### config.mk
export PLATFORM = sky130hd
export DESIGN_NAME = mult_div_unit_flat
export DESIGN_NICKNAME = d
export VERILOG_FILES = /design/src/rtl/mult_div_unit_pkg.sv /design/src/rtl/mult_div_unit_if.sv /design/src/rtl/mult_div_unit_sign_fix.sv /design/src/rtl/mult_div_unit.sv /design/src/flat_wrapper.sv
export SDC_FILE = /design/constraint.sdc
export NUM_CORES = 1
export LEC_CHECK = 0
export ABC_AREA = 0
export CELL_PAD_IN_SITES_DETAIL_PLACEMENT = 1
export CELL_PAD_IN_SITES_GLOBAL_PLACEMENT = 1
export CORE_MARGIN = 2
export CORE_UTILIZATION = 46
export CTS_CLUSTER_SIZE = 20
export DETAILED_ROUTE_END_ITERATION = 10
export PLACE_DENSITY_LB_ADDON = 0.08
export SETUP_SLACK_MARGIN = 0.05
export SYNTH_ARGS = -nofsm -noshare
export SYNTH_HDL_FRONTEND = slang
export SYNTH_HIERARCHICAL = 1
export SYNTH_SLANG_ARGS = --single-unit
### constraint.sdc
create_clock -name clk -period 4 [get_ports clk]
set_clock_uncertainty 0.1 [all_clocks]
set_input_delay 0.4 -clock clk [delete_from_list [all_inputs] [get_ports clk]]
set_output_delay 0.4 -clock clk [all_outputs]
set_load 0.02 [all_outputs]
### src/rtl/mult_div_unit_pkg.sv
// Shared definitions for the MIPS32 multiply/divide unit (package mdu_defs).
package mdu_defs;

    localparam int unsigned MDU_WIDTH = 32;
    localparam int unsigned MDU_CNT_W = 6;

    typedef enum logic [1:0] {
        OP_MULT  = 2'b00,
        OP_MULTU = 2'b01,
        OP_DIV   = 2'b10,
        OP_DIVU  = 2'b11
    } mdu_op_e;

    typedef enum logic [1:0] {
        S_IDLE = 2'b00,
        S_RUN  = 2'b01,
        S_FIN  = 2'b10
    } mdu_state_e;

endpackage

### src/rtl/mult_div_unit_if.sv
// Execute-stage <-> multiply/divide unit issue and HI/LO read interface.
interface mult_div_unit_if
    import mdu_defs::*;
#(
    parameter int unsigned WIDTH = MDU_WIDTH
);
    logic             start;
    logic [1:0]       op;
    logic [WIDTH-1:0] a;
    logic [WIDTH-1:0] b;
    logic             mthi;
    logic             mtlo;
    logic             busy;
    logic             done;
    logic [WIDTH-1:0] hi;
    logic [WIDTH-1:0] lo;

    modport master (
        output start, op, a, b, mthi, mtlo,
        input  busy, done, hi, lo
    );

    modport slave (
        input  start, op, a, b, mthi, mtlo,
        output busy, done, hi, lo
    );
endinterface

### src/rtl/mult_div_unit_sign_fix.sv
// Operand magnitude extraction and result sign correction for signed MDU ops.
module mdu_sign_fix
    import mdu_defs::*;
#(
    parameter int unsigned WIDTH = MDU_WIDTH
) (
    input  logic               signed_op,
    input  logic [WIDTH-1:0]   a,
    input  logic [WIDTH-1:0]   b,
    output logic [WIDTH-1:0]   mag_a_c,
    output logic [WIDTH-1:0]   mag_b_c,
    output logic               neg_res_c,
    output logic               neg_rem_c,
    input  logic               neg_res,
    input  logic               neg_rem,
    input  logic [2*WIDTH-1:0] prod,
    input  logic [WIDTH-1:0]   quo,
    input  logic [WIDTH-1:0]   rem,
    output logic [2*WIDTH-1:0] prod_fix_c,
    output logic [WIDTH-1:0]   quo_fix_c,
    output logic [WIDTH-1:0]   rem_fix_c
);
    logic sa;
    logic sb;

    // Magnitudes on issue; negate product/quotient on sign mismatch, remainder follows dividend.
    always_comb begin
        sa         = signed_op & a[WIDTH-1];
        sb         = signed_op & b[WIDTH-1];
        mag_a_c    = sa ? -a : a;
        mag_b_c    = sb ? -b : b;
        neg_res_c  = sa ^ sb;
        neg_rem_c  = sa;
        prod_fix_c = neg_res ? -prod : prod;
        quo_fix_c  = neg_res ? -quo : quo;
        rem_fix_c  = neg_rem ? -rem : rem;
    end
endmodule

### src/rtl/mult_div_unit.sv
// Iterative radix-2 multiply/divide unit owning HI/LO.
// Optional macro MDU_EARLY_TERM_EN: multiply finishes as soon as no multiplier bits remain.
module mult_div_unit
    import mdu_defs::*;
#(
    parameter int unsigned WIDTH = MDU_WIDTH,
    parameter int unsigned CNT_W = MDU_CNT_W
) (
    input  logic            clk,
    input  logic            rst,
    mult_div_unit_if.slave  bus
);
    localparam int unsigned W2 = 2 * WIDTH;

    mdu_state_e       state_q, state_d;
    logic [CNT_W-1:0] cnt_q, cnt_d;
    logic [W2-1:0]    acc_q, acc_d;
    logic [W2-1:0]    mcand_q, mcand_d;
    logic [WIDTH-1:0] mplier_q, mplier_d;
    logic [WIDTH-1:0] a_raw_q, a_raw_d;
    logic             is_div_q, is_div_d;
    logic             neg_res_q, neg_res_d;
    logic             neg_rem_q, neg_rem_d;
    logic             b_zero_q, b_zero_d;
    logic [WIDTH-1:0] hi_q, hi_d;
    logic [WIDTH-1:0] lo_q, lo_d;
    logic             busy_q, busy_d;
    logic             done_q, done_d;

    logic [WIDTH-1:0] mag_a_c, mag_b_c;
    logic             neg_res_c, neg_rem_c;
    logic [W2-1:0]    prod_fix_c;
    logic [WIDTH-1:0] quo_fix_c, rem_fix_c;

    logic [WIDTH:0]   div_sh;
    logic [WIDTH:0]   div_tr;
    logic             q_bit;
    logic [WIDTH-1:0] rem_nx;

    mdu_sign_fix #(.WIDTH(WIDTH)) u_sign_fix (
        .signed_op  (~bus.op[0]),
        .a          (bus.a),
        .b          (bus.b),
        .mag_a_c    (mag_a_c),
        .mag_b_c    (mag_b_c),
        .neg_res_c  (neg_res_c),
        .neg_rem_c  (neg_rem_c),
        .neg_res    (neg_res_q),
        .neg_rem    (neg_rem_q),
        .prod       (acc_q),
        .quo        (acc_q[WIDTH-1:0]),
        .rem        (acc_q[W2-1:WIDTH]),
        .prod_fix_c (prod_fix_c),
        .quo_fix_c  (quo_fix_c),
        .rem_fix_c  (rem_fix_c)
    );

    // Restoring divide step: remainder in acc upper half, dividend/quotient in lower half.
    always_comb begin
        div_sh = {acc_q[W2-1:WIDTH], acc_q[WIDTH-1]};
        div_tr = div_sh - {1'b0, mcand_q[WIDTH-1:0]};
        q_bit  = (div_sh >= {1'b0, mcand_q[WIDTH-1:0]});
        rem_nx = q_bit ? div_tr[WIDTH-1:0] : div_sh[WIDTH-1:0];
    end

    // Next-state, datapath and HI/LO update.
    always_comb begin
        state_d   = state_q;
        cnt_d     = cnt_q;
        acc_d     = acc_q;
        mcand_d   = mcand_q;
        mplier_d  = mplier_q;
        a_raw_d   = a_raw_q;
        is_div_d  = is_div_q;
        neg_res_d = neg_res_q;
        neg_rem_d = neg_rem_q;
        b_zero_d  = b_zero_q;
        hi_d      = hi_q;
        lo_d      = lo_q;
        busy_d    = busy_q;
        done_d    = 1'b0;

        case (state_q)
            S_IDLE: begin
                if (bus.start) begin
                    a_raw_d   = bus.a;
                    is_div_d  = bus.op[1];
                    neg_res_d = neg_res_c;
                    neg_rem_d = neg_rem_c;
                    b_zero_d  = (bus.b == '0);
                    mplier_d  = mag_b_c;
                    acc_d     = bus.op[1] ? {WIDTH'(0), mag_a_c} : '0;
                    mcand_d   = {WIDTH'(0), (bus.op[1] ? mag_b_c : mag_a_c)};
                    cnt_d     = CNT_W'(WIDTH);
                    busy_d    = 1'b1;
                    state_d   = S_RUN;
                end else begin
                    if (bus.mthi) hi_d = bus.a;
                    if (bus.mtlo) lo_d = bus.a;
                end
            end
            S_RUN: begin
                if (is_div_q) begin
                    acc_d = {rem_nx, acc_q[WIDTH-2:0], q_bit};
                end else begin
                    if (mplier_q[0]) acc_d = acc_q + mcand_q;
                    mcand_d  = mcand_q << 1;
                    mplier_d = mplier_q >> 1;
                end
                cnt_d = cnt_q - CNT_W'(1);
                if (cnt_q == CNT_W'(1)) begin
                    state_d = S_FIN;
                end
`ifdef MDU_EARLY_TERM_EN
                else if (!is_div_q && (mplier_q[WIDTH-1:1] == '0)) begin
                    state_d = S_FIN;
                end
`endif
            end
            S_FIN: begin
                if (is_div_q) begin
                    if (b_zero_q) begin
                        lo_d = '1;
                        hi_d = a_raw_q;
                    end else begin
                        lo_d = quo_fix_c;
                        hi_d = rem_fix_c;
                    end
                end else begin
                    {hi_d, lo_d} = prod_fix_c;
                end
                cnt_d   = '0;
                done_d  = 1'b1;
                busy_d  = 1'b0;
                state_d = S_IDLE;
            end
            default: begin
                state_d = S_IDLE;
                busy_d  = 1'b0;
            end
        endcase
    end

    // State and output registers with synchronous reset.
    always_ff @(posedge clk) begin
        if (rst) begin
            state_q   <= S_IDLE;
            cnt_q     <= '0;
            acc_q     <= '0;
            mcand_q   <= '0;
            mplier_q  <= '0;
            a_raw_q   <= '0;
            is_div_q  <= 1'b0;
            neg_res_q <= 1'b0;
            neg_rem_q <= 1'b0;
            b_zero_q  <= 1'b0;
            hi_q      <= '0;
            lo_q      <= '0;
            busy_q    <= 1'b0;
            done_q    <= 1'b0;
        end else begin
            state_q   <= state_d;
            cnt_q     <= cnt_d;
            acc_q     <= acc_d;
            mcand_q   <= mcand_d;
            mplier_q  <= mplier_d;
            a_raw_q   <= a_raw_d;
            is_div_q  <= is_div_d;
            neg_res_q <= neg_res_d;
            neg_rem_q <= neg_rem_d;
            b_zero_q  <= b_zero_d;
            hi_q      <= hi_d;
            lo_q      <= lo_d;
            busy_q    <= busy_d;
            done_q    <= done_d;
        end
    end

    assign bus.busy = busy_q;
    assign bus.done = done_q;
    assign bus.hi   = hi_q;
    assign bus.lo   = lo_q;
endmodule

### src/flat_wrapper.sv
// flat-port wrapper written by rule: the top's interface ports become plain ports
module mult_div_unit_flat import mdu_defs::*;
#(
    parameter int unsigned WIDTH = MDU_WIDTH,
    parameter int unsigned CNT_W = MDU_CNT_W
)
  (clk, rst, bus_start, bus_op, bus_a, bus_b, bus_mthi, bus_mtlo, bus_busy, bus_done, bus_hi, bus_lo);
  mult_div_unit_if #(.WIDTH(WIDTH)) bus_i ();
  input  logic clk;
  input  logic rst;
  input wire logic [$bits(bus_i.start)-1:0] bus_start;
  input wire logic [$bits(bus_i.op)-1:0] bus_op;
  input wire logic [$bits(bus_i.a)-1:0] bus_a;
  input wire logic [$bits(bus_i.b)-1:0] bus_b;
  input wire logic [$bits(bus_i.mthi)-1:0] bus_mthi;
  input wire logic [$bits(bus_i.mtlo)-1:0] bus_mtlo;
  output wire logic [$bits(bus_i.busy)-1:0] bus_busy;
  output wire logic [$bits(bus_i.done)-1:0] bus_done;
  output wire logic [$bits(bus_i.hi)-1:0] bus_hi;
  output wire logic [$bits(bus_i.lo)-1:0] bus_lo;
  assign bus_i.start = bus_start;
  assign bus_i.op = bus_op;
  assign bus_i.a = bus_a;
  assign bus_i.b = bus_b;
  assign bus_i.mthi = bus_mthi;
  assign bus_i.mtlo = bus_mtlo;
  assign bus_busy = bus_i.busy;
  assign bus_done = bus_i.done;
  assign bus_hi = bus_i.hi;
  assign bus_lo = bus_i.lo;
  mult_div_unit #(.WIDTH(WIDTH), .CNT_W(CNT_W)) u_core (.clk(clk), .rst(rst), .bus(bus_i));
endmodule
==> summary.md <==
| Metric | Value |
|---|---|
| Status | finished, final reports clean |
| TritonCTS clock tree | done |
| Post-CTS setup buffers | 0 |
| Pre-Repair DR Iteration Count | 5 |
| Power density cells | between 300 and 400 nW/um^2 |
| Area Overhead vs Synth | 17.0% |
| Final Hold Violating Endpoints | 0 |
| Layout Cells excl Fill | between 3000 and 4000 |
| Post-synth EDFFs | 0 |
| H-tree depth | 2 |
| Setup crit end kind | register |
| Fin crit period | approximately 3.8 ns |
| Yosys top cell by area | dfxtp_1 |
| Vias in the first global route | approximately 24000 |
| DR vias | around 24000 |
| Count leader, synth | nand2_1 |
| CTS Buf Count | 36 |
| GRT Resource Usage Total | 38.2% |
| Nets@finish | 3226 |
| Core area | between 40000 and 50000 um^2 |
| Clock tree buffer depth | 3 |
| Ys flop type | dfxtp_1 |
| Hold WC Path Type | in2reg |
| First-pass GRT wire length | 147 mm |
| Synth cell count leaders | nand2_1, dfxtp_1, nor2_1 |
| DIE AREA | approximately 50000 um^2 |
| Area of the multi-input gates | 15700 um^2 |
| Leak Pwr | 0.00981 uW |
| Worst-Skew Late Latency | 0.59 ns |
| Synth top area share | ~24% |
| Fmax | 265 MHz |
| Async SR Flop Fraction | 0% |
| Hold-fix buffers at CTS | 0 |
| Share of post-route cells with drive strength above 1 | between 9 and 10% |
| Pin count of the biggest net entering global routing | 148 |
| Initial antenna violation count | 3 |
| Slew HR | a little under a quarter |
| Busiest grt layer | met2 |
| Drt wl/cell | between 20 and 30 um |
| Syn. warnings | 6 |
| Critical path required time | 4.36 ns |
| Least-Margin Pin Slew | around 1.1 ns |
| Grt met3 use | between 6 and 7% |
| Routability cong. | ~0.98 |
| WL final | slightly below 100 mm |
| Final Cycle Share | 94.3% |
| Initial Utilization | approximately 47% |
| Starting DRT DRC Count | ~2200 |
| Top post-synthesis cells by area | dfxtp_1, xnor2_1, nand2_1, ha_1, mux2i_1 |
| Clock Tree Root | clkbuf_16 |
| RSZ-0062 raised after global routing | false |
| Height of the chip | 224 um |
| Chip width | roughly 220 um |
| Crit-path max FO | 6 |
| Final HPWL DP | 74.2 mm |
| Distinct cells, synth | 94 |
| Clk pin slew, worst setup/hold paths | 0.06 ns |
| Grt ovf | 0 |
| Post-DRT Antenna Nets | 0 |
| M2 GR Usage | 59.0% |
| Cell count after synthesis | between 2000 and 3000 |
| CP Launch Type | register |
| Yosys reg bits | 270 |
| Grt met1 use | 51.8% |
| Sequential area share after synthesis | around a quarter |
| Worst path arrival time | 4.13 ns |
| WHS | 0.0886 ns |
| Number of port buffers | between 100 and 150 |
| Mapped cell area | approximately 22000 um^2 |
| Max-cap viol count | 0 |
| Pins Over Slew Limit | 0 |
| Type of the worst setup path | reg2reg |
| DRC Markers | 0 |
| Final setup violation count | 0 |
| Syn Nets | 3101 |
| Io pins | between 100 and 150 |
| Mean area per synthesized cell | 7.60 um^2 |
| Total negative slack | 0 ns |
| Worst ir drop on vdd | ~350 uV |
| Resized cells post-CTS | 0 |
| Fillcell total | a little under 6000 |
| Core Rows | 80 |
| FF+latch area | 5410 um^2 |
| Drt via density | between 6 and 7 |
| DP Cell Count | ~3600 |
| Post-layout util | between 50% and 60% |
| Antenna diode count | 0 |
| Clk sinks | between 200 and 300 |
[worst max-delay path, cell delays in order (launching register included)]
cell,delay (ns)
dfxtp_1,0.31
buf_4,0.14
ha_1,0.40
nand2_1,0.13
nor2_1,0.12
o211ai_1,0.19
a311oi_2,0.69
o211ai_1,0.26
a21oi_2,0.34
nand2_1,0.16
o41ai_2,0.38
xnor2_1,0.12
a221o_1,0.29
[cell families after synthesis]
logic type / count (synthesis) / synth area share, %
AOI/OAI and AO/OA: 915 / 28.1
xor gates and xnor gates: 266 / 10.5
adders and majority gates: 107 / 6.09
buffers and inverters: 283 / 5.15
DFF: 270 / 24.3
muxes: 122 / 5.52
and+or+nand+nor: 960 / 20.3
[per-stage QoR]
step	area, um^2	setup WS, ns	power [uW]
final	26000	0.228	10000
after global routing	26000	0.0899	10500
after CTS	26000	0.308	10000
after detailed placement	24800	0.227	6530
after global placement	24800	0.259	6440
after floorplan	22200	0.868	5250
[layout make-up]
cell class / count / area share (%)
clock buffer: 47 / 3.90
tap: 615 / 2.96
clock inverter: 17 / 0.809
sequential: 270 / 20.8
inverter: 85 / 1.23
timing repair buffer: 285 / 9.81
multi-input combinational: 2370 / 60.5
[routing by layer]
layer,vias up,share of wire [%]
li1,11000,-
met1,12100,43
met2,1029,43
met3,225,8.4
met4,0,5.2
met5,-,0
[worst paths after layout]
check	to	slack [ns]	start	cells past startpoint
max	u_core/acc_q[63]	0.23	u_core/mcand_q[8]	12
min	u_core/mcand_q[57]	0.09	rst	2
max reg2reg	u_core/acc_q[63]	0.23	u_core/mcand_q[8]	12
min reg2reg	u_core/a_raw_q[4]	0.37	u_core/a_raw_q[4]	2
[cell usage in the layout, fill, tap and decap left out, drive strengths merged, types with 12 or more instances in the layout]
| master | netlist | layout |
|---|---|---|
| nand2 | 360 | 360 |
| dfxtp | 270 | 270 |
| nor2 | 263 | 263 |
| a21oi | 210 | 210 |
| xnor2 | 204 | 204 |
| o21ai | 196 | 196 |
| buf | 36 | 151 |
| clkdlybuf4s50 | 0 | 134 |
| mux2i | 118 | 118 |
| ha | 105 | 105 |
| inv | 84 | 86 |
| a311oi | 67 | 67 |
| o31ai | 63 | 63 |
| xor2 | 62 | 62 |
| nor3 | 56 | 56 |
| nand2b | 50 | 50 |
| a211oi | 50 | 50 |
| a21o | 47 | 47 |
| clkbuf | 162 | 47 |
| o211ai | 41 | 41 |
| a22oi | 41 | 41 |
| nand3 | 41 | 41 |
| o221ai | 39 | 39 |
| nor4 | 34 | 34 |
| or4 | 31 | 31 |
| nand4 | 29 | 29 |
| o41ai | 28 | 28 |
| or3 | 27 | 27 |
| a221oi | 26 | 26 |
| a31oi | 25 | 25 |
| o21bai | 17 | 17 |
| and2 | 17 | 17 |
| o21a | 12 | 12 |
[state kept, by name, summed over array words and instances, names as in the netlist]
name,flops
u_core/acc_q,64
u_core/bus.hi,32
u_core/is_div_q,1
u_core/bus.done,1
u_core/cnt_q,6
u_core/neg_res_q,1
u_core/mplier_q,32
u_core/neg_rem_q,1
u_core/state_q,2
u_core/bus.busy,1
u_core/b_zero_q,1
u_core/bus.lo,32
u_core/a_raw_q,32
u_core/mcand_q,64
[where the power goes]
part / switching [uW] / total, uW / internal (uW)
clock: 1410 / 3460 / 2050
sequential: 193 / 3110 / 2920
combinational: 2220 / 3470 / 1250
total: 3820 / 10000 / 6220
Power figures use the tool's default switching activity.
